### src/rtl/uart_rx_fifo.sv
// Receive-side byte FIFO between the UART receiver holding register and the bus read mux.
// Define UART_RX_FIFO_RTS_EN to drive rts from the fill level; otherwise rts is tied low.
module uart_rx_fifo #(
  parameter int DEPTH      = 4,
  parameter int RTS_MARGIN = 1
) (
  input  logic                       clk,
  input  logic                       rst,
  input  logic                       in_valid,
  input  logic [7:0]                 in_data,
  output logic                       in_ready,
  input  logic                       rd,
  input  logic                       flush,
  output logic [7:0]                 out_data,
  output logic                       out_valid,
  output logic [$clog2(DEPTH):0]     level,
  output logic                       rts
);

  localparam int AW = $clog2(DEPTH);
  localparam int CW = AW + 1;
  localparam logic [CW-1:0] FULL = CW'(DEPTH);

  if (DEPTH < 2 || DEPTH > 16 || (DEPTH & (DEPTH - 1)) != 0 ||
      RTS_MARGIN < 0 || RTS_MARGIN >= DEPTH) begin : g_param_check
    $error("uart_rx_fifo: DEPTH must be a power of two in 2..16 and RTS_MARGIN in 0..DEPTH-1");
  end

  logic [7:0]    mem [DEPTH];
  logic [AW-1:0] wp;
  logic [AW-1:0] rp;
  logic [CW-1:0] count;
  logic [CW-1:0] count_next;
  logic          push;
  logic          pop;

  assign in_ready  = (count != FULL);
  assign push      = in_valid & in_ready;
  assign pop       = rd & (count != '0);
  assign out_valid = (count != '0);
  assign out_data  = out_valid ? mem[rp] : 8'hFF;
  assign level     = count;

  // NOTE: give every always_comb output a default first so no path leaves it unassigned (no latch).
  always_comb begin
    count_next = count;
    if (flush) begin
      count_next = '0;
    end else begin
      unique case ({push, pop})
        2'b10:   count_next = count + 1'b1;
        2'b01:   count_next = count - 1'b1;
        default: count_next = count;
      endcase
    end
  end

  // NOTE: sequential state uses non-blocking assignments only, so every flop samples pre-edge values.
  always_ff @(posedge clk) begin
    if (rst) begin
      wp    <= '0;
      rp    <= '0;
      count <= '0;
    end else if (flush) begin
      wp    <= '0;
      rp    <= '0;
      count <= '0;
    end else begin
      if (push) wp <= wp + 1'b1;
      if (pop)  rp <= rp + 1'b1;
      count <= count_next;
    end
  end

  // NOTE: the byte array has no reset; count gates out_data, so stale entries are never visible.
  always_ff @(posedge clk) begin
    if (push && !flush && !rst) begin
      mem[wp] <= in_data;
    end
  end

`ifdef UART_RX_FIFO_RTS_EN
  always_ff @(posedge clk) begin
    if (rst) begin
      rts <= 1'b0;
    end else begin
      rts <= ((FULL - count_next) <= CW'(RTS_MARGIN));
    end
  end
`else
  assign rts = 1'b0;
`endif

endmodule

### config.mk
export PLATFORM = sky130hd
export DESIGN_NAME = uart_rx_fifo
export DESIGN_NICKNAME = d
export VERILOG_FILES = /design/src/rtl/uart_rx_fifo.sv
export SDC_FILE = /design/constraint.sdc
export NUM_CORES = 1
export LEC_CHECK = 0
export ABC_AREA = 1
export CAP_MARGIN = 20
export CORE_ASPECT_RATIO = 0.7
export CORE_MARGIN = 8
export CORE_UTILIZATION = 46
export CTS_BUF_LIST = sky130_fd_sc_hd__clkbuf_4 sky130_fd_sc_hd__clkbuf_8
export CTS_CLUSTER_DIAMETER = 80
export DETAILED_ROUTE_END_ITERATION = 12
export PLACE_DENSITY = 0.72
export SLEW_MARGIN = 10
export SYNTH_ARGS = -nofsm -noshare
export SYNTH_HDL_FRONTEND = slang
export SYNTH_SLANG_ARGS = --single-unit
### constraint.sdc
create_clock -name clk -period 1.6 [get_ports clk]
set_input_delay 0.24 -clock clk [delete_from_list [all_inputs] [get_ports clk]]
set_output_delay 0.24 -clock clk [all_outputs]
set_load 0.02 [all_outputs]
Word-level counts from Yosys, hierarchy flattened
Memories as Yosys holds them, arrays and structs flattened. A register that Yosys moved wholly into a read port is not among the register bits.
Cells that the tools add are included.
W data, S select, Z words.
- bits in registers: 7
- bits in writable memories: 32
- memories: 1
- add/sub/neg operators: 4
- equality and inequality tests: 3
- multiplexer cells: 6
- bitwise logic cells: 2
- reduce and logical (&&, ||, !) cells: 7
- memories (name ; depth ; bits a word ; read ports ; clocked after Yosys merged registers in ; write ports ; RTL line ; text):
    mem ; 4 ; 8 ; 1 ; 1 ; 1 ; 29 ; logic [7:0] mem [DEPTH];
- operator list (operator ; number):
    $mux W8 ; 1
    $pmux W3 S2 ; 1
    $add A2 B1 Y2 const B ; 2
    $mux W2 ; 2
    $add A3 B1 Y3 const B ; 1
    $ne A3 B3 Y1 const B ; 1
    $reduce_bool A3 Y1 ; 1
    $sub A3 B1 Y3 const B ; 1
    $and A1 B1 Y1 ; 2
    $eq A2 B1 Y1 const B ; 1
    $eq A2 B2 Y1 const B ; 1
    $logic_and A1 B1 Y1 ; 2
    $logic_not A1 Y1 ; 2
    $mux W1 ; 2
    $reduce_bool A2 Y1 ; 1
    $reduce_or A2 Y1 ; 1

Depth between registers and ports, before layout
- word-level depth: 6
- depth in mapped cells: 13

Least setup slack after synthesis
No wires, ideal clock.
- path type: flip-flop to flip-flop
- from: register count[2], in the netlist level[2]
- to: register count[2], in the netlist level[2]
- setup time: 0.113 ns
- data arrival time: 1.658 ns
- required time: 1.487 ns
- path slack: -0.171 ns
- cell stages (with the launch flop): 14
- path buffers: 0
- path through: dfxtp_1 inv_2 nand2_4 nand2_1 inv_1 ha_1 inv_1 fa_1 inv_1 nand2_1 nand3_1 nand2_1 nand2_1 nor2_1
- word-level cells in the longest chain between the ends: 4
- elaborated cells on any way between the ends: 10
- those cells by class: add/sub (2); eq/ne (3); mux (1); bitwise (2); reduce/logical (2)
- ends and longest elaborated chain (element ; RTL line ; text):
    start, declared ; 32 ; logic [CW-1:0] count;
    start signal, assigned ; 71 ; count <= count_next;
    $reduce_bool A3 Y1 * ; 39 ; assign pop = rd & (count != '0);
    $and A1 B1 Y1 * ; 39 ;
    via pop ; 35 ; logic pop;
    $eq A2 B1 Y1 / $eq A2 B2 Y1 (equally long branches) ; 50 ; unique case ({push, pop})
    $pmux W3 S2 / $reduce_bool A2 Y1 (equally long branches) ; - ;
Mark *: on every way through the listed nets, which the timed path passes. The rest lies on a longest branch.
A chain may end at the register's enable or synchronous reset.

Worst setup path after layout
- from: register count[0], in the netlist level[0]
- to: register count[2], in the netlist level[2]
- word-level cells in the longest chain between the ends: 4
- elaborated cells on any way between the ends: 10
- those cells by class: add/sub (2); eq/ne (3); mux (1); bitwise (2); reduce/logical (2)
- ends and longest elaborated chain (element ; RTL line):
    $ne A3 B3 Y1 / $reduce_bool A3 Y1 (equally long branches) ; 37, 39
    $and A1 B1 Y1 (on tied branches) ; 38, 39
    $eq A2 B1 Y1 / $eq A2 B2 Y1 (equally long branches) ; 50
    $pmux W3 S2 / $reduce_bool A2 Y1 (equally long branches) ; -
Parallel ways exist; a longest one is shown, timed or not.

==> summary.md <==
| Metric | Value |
|---|---|
| P_leak | `between 1 and 1.5 nW` |
| Share of cells above drive strength 1 | `a little under a third` |
| Mean Syn Cell Area | `approximately 11 sq um` |
| Drt via density | `just under 5` |
| Final estimated routing congestion in global placement | `0.778` |
| Fin. Hold Viols | `0` |
| FFs w/ async S/R, synth | `0%` |
| Sequential fraction of the synthesis area | `62.5%` |
| Status | `complete, but fails checks` |
| Synth Cell Area | `roughly 0.0018 sq mm` |
| Via Count | `1321` |
| Yosys cell types | `24` |
| Clk slew on worst S/H paths | `about 0.08 ns` |
| # diodes | `0` |
| WL/cell | `between 10 and 15 um` |
| Final slew viol count | `0` |
| EDFF count, synth | `32` |
| Critical path endpoint category | `flop` |
| Switching power | `between 0.5 and 0.6 mW` |
| Synthesis-to-layout area growth | `35.9%` |
| I/O pin cnt | `27` |
| Starting density of the core | `a little under half` |
| Fmax | `just over 0.6 GHz` |
| Min Tclk post-route | `~1.6 ns` |
| # DRC | `0` |
| Net Sw Frac | `between 20% and 30%` |
| Syn Inst Count | `approximately 170` |
| Violated checks | `setup timing` |
| Die width | `91.3 um` |
| # hold bufs at CTS | `0` |
| Cell-internal power | `around 1.6 mW` |
| HPWL after detailed placement | `approximately 2600 um` |
| RSZ-0062 raised after global routing | `true` |
| DR pass1 iterations | `5` |
| Num rows | `19` |
| Reg-to-Reg End | `level[2]` |
| Die footprint | `about 0.0063 sq mm` |
| Critical path origin | `level[0]` |
| Setup WS post-layout | `-0.0348 ns` |
| Clk pwr share | `a little under a third` |
| Gr ovfl total | `0` |
| CP Class | `flop to flop` |
| CP Max Fanout | `3` |
| Setup crit end | `level[2]` |
| Commonest non-fill, non-tap cell in the layout | `edfxtp_1` |
| Main synth FF type | `edfxtp_1` |
| Initial antenna violation count | `0` |
| H-tree Lvls | `2` |
| Die H | `68.7 um` |
| Core ar. | `roughly 0.0039 sq mm` |
| Combinational power share | `15.1%` |
| Nets | `roughly 240` |
| Post-synth net total | `188` |
| Clock root cell | `clkbuf_8` |
| Clk_skew | `roughly 0.0097 ns` |
| Clock sink count | `slightly above 40` |
| CTS Buf Count | `5` |
| CP Launch Type | `flop` |
| DRT iter0 DRCs | `37` |
| Clk_lat worst skew | `just under 0.3 ns` |
| CTS tree | `built` |
| PD cells | `roughly 860 mW/mm^2` |
| Final core occ | `64.1%` |
| Antenna Nets Post-Route | `0` |
| IO buf count | `25` |
| Tot GR Track Use | `12.0%` |
| Flop pwr share | `54.7%` |
| VDD IR max | `0.644 mV` |
| Worst EP required | `1.82 ns` |
| Max-cap viol count | `0` |
| CTS max path bufs | `2` |
| Routed Wire Length | `approximately 3700 um` |
| Vias in the first global route | `about 1300` |
| R2R setup slack | `-0.03 ns` |
| Largest net degree at the start of global routing | `33` |
| Reg2Reg Depth | `11` |
| Final setup viols | `4` |
| Pre-CTS worst setup slack | `-0.318 ns` |
| Final period utilization | `102%` |
| YS warnings | `0` |
| First-pass GRT wire length | `a little under 6000 um` |
| Most frequent cells in the layout | `edfxtp_1, inv_1, nand2_1, buf_4, clkdlybuf4s50_1` |
| Worst EP arrival | `between 1.5 and 2 ns` |
| Hold crit path type | `flop to flop` |
| Yosys reg bits | `between 40 and 50` |
| Reg2Reg Launch Point | `level[0]` |
-- sequential cells by signal (all words and copies together), names as in the netlist, named ones only --
register  flops
rp            2
level         3
wp            2
mem          32
-- cell type report --
class,count,area [sq um]
Clock buffer,6,76.3
Inverter,34,136
Multi-Input combinational cell,88,584
Sequential cell,41,1150
Tap cell,52,65.1
Timing Repair Buffer,47,457
Clock inverter,2,10.0
Fill cell,300,1390
-- power by group through the flow --
stage                     clock [mW]  sequential (mW)  combinational (mW)
after floorplan                    0             1.20               0.131
after global placement             0             1.20               0.262
after CTS                      0.664             1.17               0.297
after detailed placement           0             1.20               0.272
after global routing           0.711             1.17               0.351
final                          0.647             1.17               0.324
-- through the flow --
stage,TNS (ns),hold WS [ns],cell area (sq um),cells,total power [mW]
floorplan,0,0.339,1840,169,1.33
global placement,-3.91,0.482,2250,257,1.46
detailed placement,-5.18,0.489,2250,257,1.47
CTS,-0.0830,0.496,2400,270,2.13
global route,-0.634,0.512,2480,270,2.24
finish,-0.0910,0.496,2480,270,2.14
-- timing repair --
action	in CTS	in global routing
setup buffers	5	1
setup endpoints to repair	13	38
resized for setup	50	30
pin swaps	5	7
cloned	0	0
-- per-layer routing --
metal  global-route usage, %  vias up  routed length (um)
li1                        -      650                   -
met1                    13.3      635                1530
met2                    21.6       32                1940
met3                    3.89        4                 202
met4                    4.46        0                  40
met5                       0        -                   0
-- critical path: stages, from the launching register on --
cell and delay [ns]:
dfxtp_4 0.36, nor2_4 0.17, a21boi_2 0.09, inv_2 0.07, ha_4 0.13, inv_4 0.03
fa_2 0.34, nand2_1 0.09, nand3_2 0.09, nand2_1 0.07, nand2_1 0.05, nor2_1 0.07
-- worst min-delay path by stage --
stage / depth (start not counted) / end / start
final: 2 / flop / rp[1]
after CTS: 2 / flop / rp[1]
after global routing: 2 / flop / rp[1]
after global placement: 2 / rp[1] / rp[1]
after detailed placement: 2 / rp[1] / rp[1]
after floorplan: 0 / mem[0][0] / in_data[0]
-- synthesized netlist by cell type, types with 2 or more instances --
library cell / instances / share of area (%)
a21oi_1: 10 / 2.7
buf_2: 3 / 0.82
buf_4: 2 / 0.82
dfxtp_1: 9 / 9.9
edfxtp_1: 32 / 53
ha_1: 5 / 3.4
inv_1: 33 / 6.8
nand2_1: 21 / 4.3
nand3_1: 11 / 3.0
nor2_1: 12 / 2.5
nor2_4: 2 / 1.2
o211ai_1: 8 / 3.3
o21ai_0: 10 / 2.7
-- kinds of logic after synthesis --
kind of cell | Yosys count | synth area share, %
AO/OA/AOI/OAI | 30 | 9.86
adder cells (fa/ha/maj) | 6 | 4.52
buffers and inverters | 40 | 9.25
flip-flops | 41 | 62.5
other | 1 | 0.205
AND/OR/NAND/NOR | 51 | 13.7
(Power assumes the default switching activity.)
